`config.mk`:
```
export PLATFORM = sky130hd
export DESIGN_NAME = axi_frame_gate
export DESIGN_NICKNAME = d
export VERILOG_FILES = /design/src/rtl/axi_frame_gate_pkg.sv /design/src/rtl/axi_frame_gate_out_reg.sv /design/src/rtl/axi_frame_gate.sv
export SDC_FILE = /design/constraint.sdc
export NUM_CORES = 1
export LEC_CHECK = 0
export BUFFER_PORTS_ARGS = -buffer_cell sky130_fd_sc_hd__buf_2
export CAP_MARGIN = 40
export CORE_AREA = 2 2 107 109
export CTS_BUF_LIST = sky130_fd_sc_hd__clkbuf_8
export CTS_CLUSTER_SIZE = 20
export DETAILED_ROUTE_END_ITERATION = 7
export DIE_AREA = 0 0 109 111
export HOLD_SLACK_MARGIN = 0.03
export SYNTH_ARGS = -nofsm -noshare
export SYNTH_HDL_FRONTEND = slang
export SYNTH_HIERARCHICAL = 1
export SYNTH_SLANG_ARGS = --single-unit
export TNS_END_PERCENT = 50
```
`constraint.sdc`:
```
create_clock -name clk -period 3.5 [get_ports clk]
set_clock_uncertainty 0.05 [all_clocks]
set_input_delay 0.35 -clock clk [delete_from_list [all_inputs] [get_ports clk]]
set_output_delay 0.35 -clock clk [all_outputs]
set_load 0.02 [all_outputs]
```
`src/rtl/axi_frame_gate_pkg.sv`:
```
// Shared definitions for the frame gate: gate FSM state encoding and the
// saturating-increment helper used by the channelizer event counters.
package axi_frame_gate_pkg;

  typedef enum logic [1:0] {
    BOUNDARY = 2'd0,
    PASS     = 2'd1,
    DROP     = 2'd2
  } gate_state_e;

  // Increments value but sticks at the all-ones value of a width-bit counter.
  function automatic logic [31:0] satInc(input logic [31:0] value, input int width);
    logic [31:0] maxVal;
    maxVal = (width >= 32) ? 32'hFFFF_FFFF : ((32'd1 << width) - 32'd1);
    return (value >= maxVal) ? maxVal : value + 32'd1;
  endfunction

endpackage

```
`src/rtl/axi_frame_gate_out_reg.sv`:
```
// Single-stage AXI-Stream output register with valid/ready/tlast.
// Carries a tuser field when FRAME_GATE_TUSER_EN is defined.
module axi_out_reg #(
  parameter int DATA_WIDTH = 32
`ifdef FRAME_GATE_TUSER_EN
  , parameter int USER_WIDTH = 16
`endif
) (
  input  logic                  clk_i,
  input  logic                  rst_i,
  input  logic                  load_i,
  input  logic [DATA_WIDTH-1:0] data_i,
  input  logic                  last_i,
`ifdef FRAME_GATE_TUSER_EN
  input  logic [USER_WIDTH-1:0] user_i,
  output logic [USER_WIDTH-1:0] user_o,
`endif
  input  logic                  ready_i,
  output logic                  valid_o,
  output logic [DATA_WIDTH-1:0] data_o,
  output logic                  last_o,
  output logic                  blocked_o
);

  logic                  valid_q;
  logic [DATA_WIDTH-1:0] data_q;
  logic                  last_q;

  // A held sample that downstream is refusing; the producer must not load over it.
  assign blocked_o = valid_q && !ready_i;
  assign valid_o   = valid_q;
  assign data_o    = data_q;
  assign last_o    = last_q;

  always_ff @(posedge clk_i or posedge rst_i) begin
    if (rst_i) begin
      valid_q <= 1'b0;
      data_q  <= '0;
      last_q  <= 1'b0;
    end else if (load_i) begin
      valid_q <= 1'b1;
      data_q  <= data_i;
      last_q  <= last_i;
    end else if (ready_i) begin
      valid_q <= 1'b0;
    end
  end

`ifdef FRAME_GATE_TUSER_EN
  logic [USER_WIDTH-1:0] user_q;

  assign user_o = user_q;

  always_ff @(posedge clk_i or posedge rst_i) begin
    if (rst_i) begin
      user_q <= '0;
    end else if (load_i) begin
      user_q <= user_i;
    end
  end
`endif

endmodule

```
`src/rtl/axi_frame_gate.sv`:
```
// Frame gate: cuts a non-stallable sample stream into fixed-length frames and drops
// whole frames at boundaries under almost_full. FRAME_GATE_TUSER_EN adds a frame sequence tuser.
module axi_frame_gate #(
  parameter int DATA_WIDTH  = 32,
  parameter int FRAME_WIDTH = 12,
  parameter int CNT_WIDTH   = 16
) (
  input  logic                   clk,
  input  logic                   sync_reset,
  input  logic [FRAME_WIDTH-1:0] frame_len_m1,
  input  logic                   s_axis_tvalid,
  input  logic [DATA_WIDTH-1:0]  s_axis_tdata,
  input  logic                   almost_full,
  output logic                   m_axis_tvalid,
  output logic [DATA_WIDTH-1:0]  m_axis_tdata,
  output logic                   m_axis_tlast,
  input  logic                   m_axis_tready,
  output logic [CNT_WIDTH-1:0]   drop_cnt,
  output logic                   overflow
`ifdef FRAME_GATE_TUSER_EN
  ,
  output logic [CNT_WIDTH-1:0]   m_axis_tuser
`endif
);

  import axi_frame_gate_pkg::*;

  gate_state_e            state_q;
  logic [FRAME_WIDTH-1:0] cnt_q;
  logic [FRAME_WIDTH-1:0] cnt_d;
  logic [FRAME_WIDTH-1:0] len_q;
  logic [FRAME_WIDTH-1:0] curLen;
  logic [CNT_WIDTH-1:0]   drop_cnt_q;
  logic [CNT_WIDTH-1:0]   drop_cnt_d;
  logic                   overflow_q;
  logic                   isLast;
  logic                   passSample;
  logic                   dropStart;
  logic                   outBlocked;
  logic                   loadOut;

  // The first sample of a frame must already use the length it latches.
  assign curLen     = (cnt_q == '0) ? frame_len_m1 : len_q;
  assign isLast     = (cnt_q == curLen);
  assign passSample = s_axis_tvalid &&
                      (((state_q == BOUNDARY) && !almost_full) || (state_q == PASS));
  assign dropStart  = s_axis_tvalid && (state_q == BOUNDARY) && almost_full;
  assign loadOut    = passSample && !outBlocked;

  assign cnt_d      = s_axis_tvalid ? (isLast ? '0 : cnt_q + FRAME_WIDTH'(1)) : cnt_q;
  assign drop_cnt_d = dropStart ? CNT_WIDTH'(satInc(32'(drop_cnt_q), CNT_WIDTH)) : drop_cnt_q;

  assign drop_cnt = drop_cnt_q;
  assign overflow = overflow_q;

  always_ff @(posedge clk or posedge sync_reset) begin
    if (sync_reset) begin
      state_q    <= BOUNDARY;
      cnt_q      <= '0;
      len_q      <= '0;
      drop_cnt_q <= '0;
      overflow_q <= 1'b0;
    end else begin
      cnt_q      <= cnt_d;
      drop_cnt_q <= drop_cnt_d;
      if (s_axis_tvalid && (cnt_q == '0)) begin
        len_q <= frame_len_m1;
      end
      if (passSample && outBlocked) begin
        overflow_q <= 1'b1;
      end
      if (s_axis_tvalid) begin
        case (state_q)
          BOUNDARY: if (!isLast) state_q <= almost_full ? DROP : PASS;
          PASS:     if (isLast) state_q <= BOUNDARY;
          DROP:     if (isLast) state_q <= BOUNDARY;
          default:  state_q <= BOUNDARY;
        endcase
      end
    end
  end

`ifdef FRAME_GATE_TUSER_EN
  logic [CNT_WIDTH-1:0] seq_q;

  // Source frame number: advances on every frame end, dropped frames included.
  always_ff @(posedge clk or posedge sync_reset) begin
    if (sync_reset) begin
      seq_q <= '0;
    end else if (s_axis_tvalid && isLast) begin
      seq_q <= seq_q + CNT_WIDTH'(1);
    end
  end
`endif

  axi_out_reg #(
    .DATA_WIDTH(DATA_WIDTH)
`ifdef FRAME_GATE_TUSER_EN
    , .USER_WIDTH(CNT_WIDTH)
`endif
  ) u_out_reg (
    .clk_i    (clk),
    .rst_i    (sync_reset),
    .load_i   (loadOut),
    .data_i   (s_axis_tdata),
    .last_i   (isLast),
`ifdef FRAME_GATE_TUSER_EN
    .user_i   (seq_q),
    .user_o   (m_axis_tuser),
`endif
    .ready_i  (m_axis_tready),
    .valid_o  (m_axis_tvalid),
    .data_o   (m_axis_tdata),
    .last_o   (m_axis_tlast),
    .blocked_o(outBlocked)
  );

endmodule
```
### Word-level counts from Yosys, hierarchy flattened

Cells that the tools add are included.
Widths: inputs -> output; s select.

* register bits: 77
* latch bits: 0
* bits in writable memories: 0
* memory bits (read-only): 0
* output and inout bits: 51
* memories: 0

* add/sub/neg operators: 2
* multipliers: 0
* div/mod/pow operators: 0
* order comparisons: 1
* eq/ne operators: 5
* shifts and indexed selects: 0
* multiplexer cells: 9
* bitwise gates (word level): 0
* reductions and logical operators: 17

Operators with widths (number)
* $mux 12: 2
* $add 16x1->16 const B: 1
* $ge 16x16->1 const B: 1
* $mux 16: 1
* $add 12x1->12 const B: 1
* $eq 12x12->1: 1
* $logic_not 12->1: 1
* $logic_and 1x1->1: 8
* $mux 2: 3
* $pmux 2 s2: 1
* $logic_not 1->1: 3
* $reduce_and 3->1: 1
* $eq 2x1->1 const B: 1
* $eq 2x2->1 const B: 1
* $logic_not 2->1: 1
* $mux 1: 2
* $ne 2x1->1 const B: 1
* $ne 2x2->1 const B: 1
* $reduce_bool 2->1: 1
* $reduce_or 2->1: 1
* $logic_or 1x1->1: 1

### Depth between registers and ports, before layout

* depth in word-level cells: 6
* depth in mapped cells: 10

### Hierarchy

Netlist, hierarchy kept.

By module, submodules not included
* axi_frame_gate: instances 1, cells an instance 243, area an instance 2359.8 µm²
* axi_out_reg: instances 1, cells an instance 74, area an instance 1418.9 µm²

### Worst setup path before layout

OpenSTA, ideal clock, no wires.

* path type: register to register
* from: register cnt_q[0]
* to: register state_q[0]
* setup time: 0.126 ns
* arrival: 2.508 ns
* data required time: 3.324 ns
* slack: 0.815 ns
* stages on the path, launching flop included: 10
* path buffers: 1
* clock period less this slack: 2.685 ns
* cells stage by stage: dfrtp_1 > inv_1 > ha_1 > or3b_2 > or4_1 > a21o_1 > nor4bb_1 > nor4b_4 > buf_6 > a311o_1

* word-level cells in the longest chain between the ends: 5
* elaborated cells between the ends (all ways): 6
* classes of those cells: 3 x eq/ne; 1 x mux; 2 x reduce/logical

Ends and longest elaborated chain
* from (decl): line axi_frame_gate.sv:29 `logic [FRAME_WIDTH-1:0] cnt_q;`
* from (signal assigned): line axi_frame_gate.sv:64 `cnt_q <= cnt_d;`
* $logic_not 12->1: line axi_frame_gate.sv:43 `assign curLen = (cnt_q == '0) ? frame_len_m1 : len_q;`
* $mux 12: line axi_frame_gate.sv:43
* $eq 12x12->1 (*): line axi_frame_gate.sv:44 `assign isLast = (cnt_q == curLen);`
* via isLast: line axi_frame_gate.sv:36 `logic isLast;`
* $ne 2x2->1 (no source line) or $ne 2x1->1 (tied branches)
* $reduce_and 3->1 (no source line) (*)
* to (signal assigned): line axi_frame_gate.sv:74 `BOUNDARY: if (!isLast) state_q <= almost_full ? DROP : PASS;`
* to (decl): line axi_frame_gate.sv:28 `gate_state_e state_q;`

The timed path passes the listed nets; every way through them passes the cells marked *.
A chain may end at the register's enable or synchronous reset.

### Worst setup path after layout

* from: register cnt_q[0]
* to: register cnt_q[3]

* word-level cells in the longest chain between the ends: 4
* elaborated cells between the ends (all ways): 5
* classes of those cells: 1 x add/sub; 1 x eq/ne; 2 x mux; 1 x reduce/logical

Ends and longest elaborated chain
* branches (longest 3 deep; another with $add 12x1->12)
* $mux 12 (*): line axi_frame_gate.sv:50 `assign cnt_d = s_axis_tvalid ? (isLast ? '0 : cnt_q + FRAME_WIDTH'(1)) : cnt_q;`

Every way passes the cells marked *.

==> metrics.txt <==
status=complete, no violations; post-synthesis sequential area ratio=0.510; busiest layer in global routing=met2; most common cell after layout, fill and taps aside=buf_2; slew margin rel.=0.507; setup TNS=0 ps; Seq pwr share=0.402; Seq cells post-synth=77; setup bufs post-CTS=0; Iteration-0 DRC Markers=171; met3 usage=0.0364; Die Width=109 um; PwrDens=743 mW/mm^2; total CTS buffers=9; largest net degree at the start of global routing=29; initial antenna violation count=1; via count=between 2000 and 3000; vias in the first global route=2682; Pint=2190 uW; chip height=111 um; Top Ports=100; routed len/inst=14.0 um; Root Buffer=clkbuf_8; post-cts resize count=0; RR Startpoint=cnt_q[0]; met2 usage=0.209; synthesis-to-layout area growth=22.0%; crit end category=register; critical path's top delay family=simple AND/OR/NAND/NOR gates; worst-path maximum fanout=11; Finished Layout Cells=568; cell area after synthesis=0.00378 mm^2; WP data required=approximately 3700 ps; worst path bufs/invs=1; Total Die Area=0.0121 mm^2; # hold bufs at CTS=1; min cycle time layout=3140 ps; CTS tree=built; Largest stage delay, worst path=590 ps; Yosys cell types=43; clock power share=0.193; DRT Pass-1 Iters=4; antenna-violating nets left=0; max frequency=319 MHz; Avg Cell Area, Syn=11.9 um^2; Syn Nets=371; Setup crit start=cnt_q[0]; DRC=0; HP Class=input pin to register; Post-Synthesis Cells=317; CTS H-tree lvls=3; Slew @ Worst Pin=738 ps; Reg2Reg Setup Slack=360 ps; CP arrival=3300 ps; layout cells sized above 1=0.399; clock sinks=77; setup violators final=0; CP startpoint kind=register; Leak=0.00230 uW; placed cell area=0.00440 mm^2; clk buf depth=2; CP Cell Sequence=inv_1 -> ha_1 -> or3b_2 -> nor3_4 -> mux2i_1 -> o22ai_1 -> nor4b_4 -> and2_1 -> nor2_1; Final Max Slew Viols=0; asr flop ratio synth=1.00; first-pass GRT wire length=about 13000 um; Psw=1230 uW; Clock transition at path regs=80 ps; R2R cell count=9; Worst-Skew Late Latency=340 ps; Placed Instances=between 500 and 600; number of flops mapped to enable cells by yosys=0; # port buffers=99; predominant post-synthesis flop cell=dfrtp_1; Sw Share=0.360; final WL=just under 8000 um; Vias/cell=4.76; gr usage total=0.136; Max IR drop VDD=0.374 mV; final worst path period share=0.896; FF-to-FF End=cnt_q[3]; core area=around 0.011 mm^2; hpwl dp=roughly 6000 um; Final Power=3420 uW; Starting Density=0.341; Final GP Congestion=0.840; RSZ-0062 raised after global routing=no; met1 usage=0.180; most frequent cells in the layout=99 x buf_2, 77 x dfrtp_1, 29 x mux2_4; combinational power share=0.406; Fin. Hold Viols=0; total gr overflow=0; post-route cell area=0.00461 mm^2; MaxCap Viol Count=0; Yosys warning total=6; Crit Path Class=register to register; Critical path destination=cnt_q[3]; Cell Rows=39; slowest library cell on the worst path=nor4b_4; Layout Nets=between 400 and 500; critical path depth in cells=9
[state kept, by name, indices dropped and copies added, names as in the netlist]
name               cells
cnt_q                 12
state_q                2
u_out_reg/last_o       1
u_out_reg/valid_o      1
overflow               1
drop_cnt              16
u_out_reg/data_o      32
len_q                 12
[worst register-to-register path: cells and delay by family, from the launching register on]
kind | cells | cell delay (ps)
and+or+nand+nor | 5 | 1900
DFF | 1 | 460
muxes | 1 | 230
adders and majority gates | 1 | 140
AOI/OAI and AO/OA | 1 | 140
buffers and inverters | 1 | 90
[final cells by class]
class | count | area [um^2]
multi-input combinational | 209 | 1680
sequential | 77 | 1930
antenna | 1 | 2.50
clock buffer | 11 | 151
tap | 143 | 179
timing repair buffer | 105 | 563
fill | 1077 | 6470
clock inverter | 4 | 41.3
inverter | 18 | 67.6
[worst min path at each step]
stage                            to             start  cells after the start
6_report        u_out_reg/data_o[9]   s_axis_tdata[9]                      2
3_5_place_dp       u_out_reg/last_o        sync_reset                      2
2_1_floorplan              len_q[8]          len_q[8]                      2
5_1_grt        u_out_reg/data_o[16]  s_axis_tdata[16]                      2
3_3_place_gp               overflow        sync_reset                      2
4_1_cts        u_out_reg/data_o[29]  s_axis_tdata[29]                      2
[synthesized netlist by cell type, types with 5 or more instances]
| cell type | count | area, um^2 |
|---|---|---|
| a21oi_1 | 7 | 35.0 |
| and3_1 | 8 | 50.1 |
| clkbuf_1 | 5 | 18.8 |
| dfrtp_1 | 77 | 1930 |
| ha_1 | 5 | 62.6 |
| inv_1 | 18 | 67.6 |
| mux2_2 | 17 | 191 |
| mux2_4 | 29 | 435 |
| nand2_1 | 24 | 90.1 |
| nand3_1 | 16 | 80.1 |
| nor2_1 | 21 | 78.8 |
| nor3_1 | 5 | 25.0 |
| o21ai_0 | 7 | 35.0 |
| o22ai_1 | 7 | 43.8 |
| xnor2_1 | 9 | 78.8 |
| xor2_1 | 15 | 131 |
[kinds of logic (layout without fill, tap and decap cells)]
| kind of cell | count (synthesis) | count (layout) | share of synthesized area |
|---|---|---|---|
| compound gates | 34 | 34 | 0.0586 |
| xor+xnor | 24 | 24 | 0.0556 |
| fa+ha+maj | 5 | 5 | 0.0166 |
| buf+inv | 31 | 138 | 0.0483 |
| flops | 77 | 77 | 0.510 |
| mux | 49 | 49 | 0.174 |
| other cells | 0 | 1 | 0 |
| simple gates | 97 | 97 | 0.137 |
[layer usage]
metal | part of all wire | wire, um | up-vias
met1 | 0.47 | 3700 | 1295
met3 | 0.080 | 637 | 6
met2 | 0.44 | 3500 | 94
met5 | 0 | 0 | -
met4 | 0.011 | 89 | 0
li1 | - | - | 1306
[power by group through the flow]
stage               clock network (uW)  registers [uW]  logic (uW)
floorplan                            0            1640         780
global placement                     0            1380        1370
detailed placement                   0            1400        1400
CTS                                698            1380        1410
global route                       737            1420        1500
finish                             659            1380        1390
[metrics by stage]
| step | hold slack [ps] | worst slack (ps) | util |
|---|---|---|---|
| after floorplan | 415 | 815 | - |
| after global placement | 325 | 437 | 0.395 |
| after detailed placement | 205 | 317 | 0.397 |
| after CTS | 167 | 298 | 0.416 |
| after global routing | 171 | 79.2 | 0.416 |
| final | 192 | 364 | 0.416 |
No activity file was read; power rests on OpenSTA's default activity.
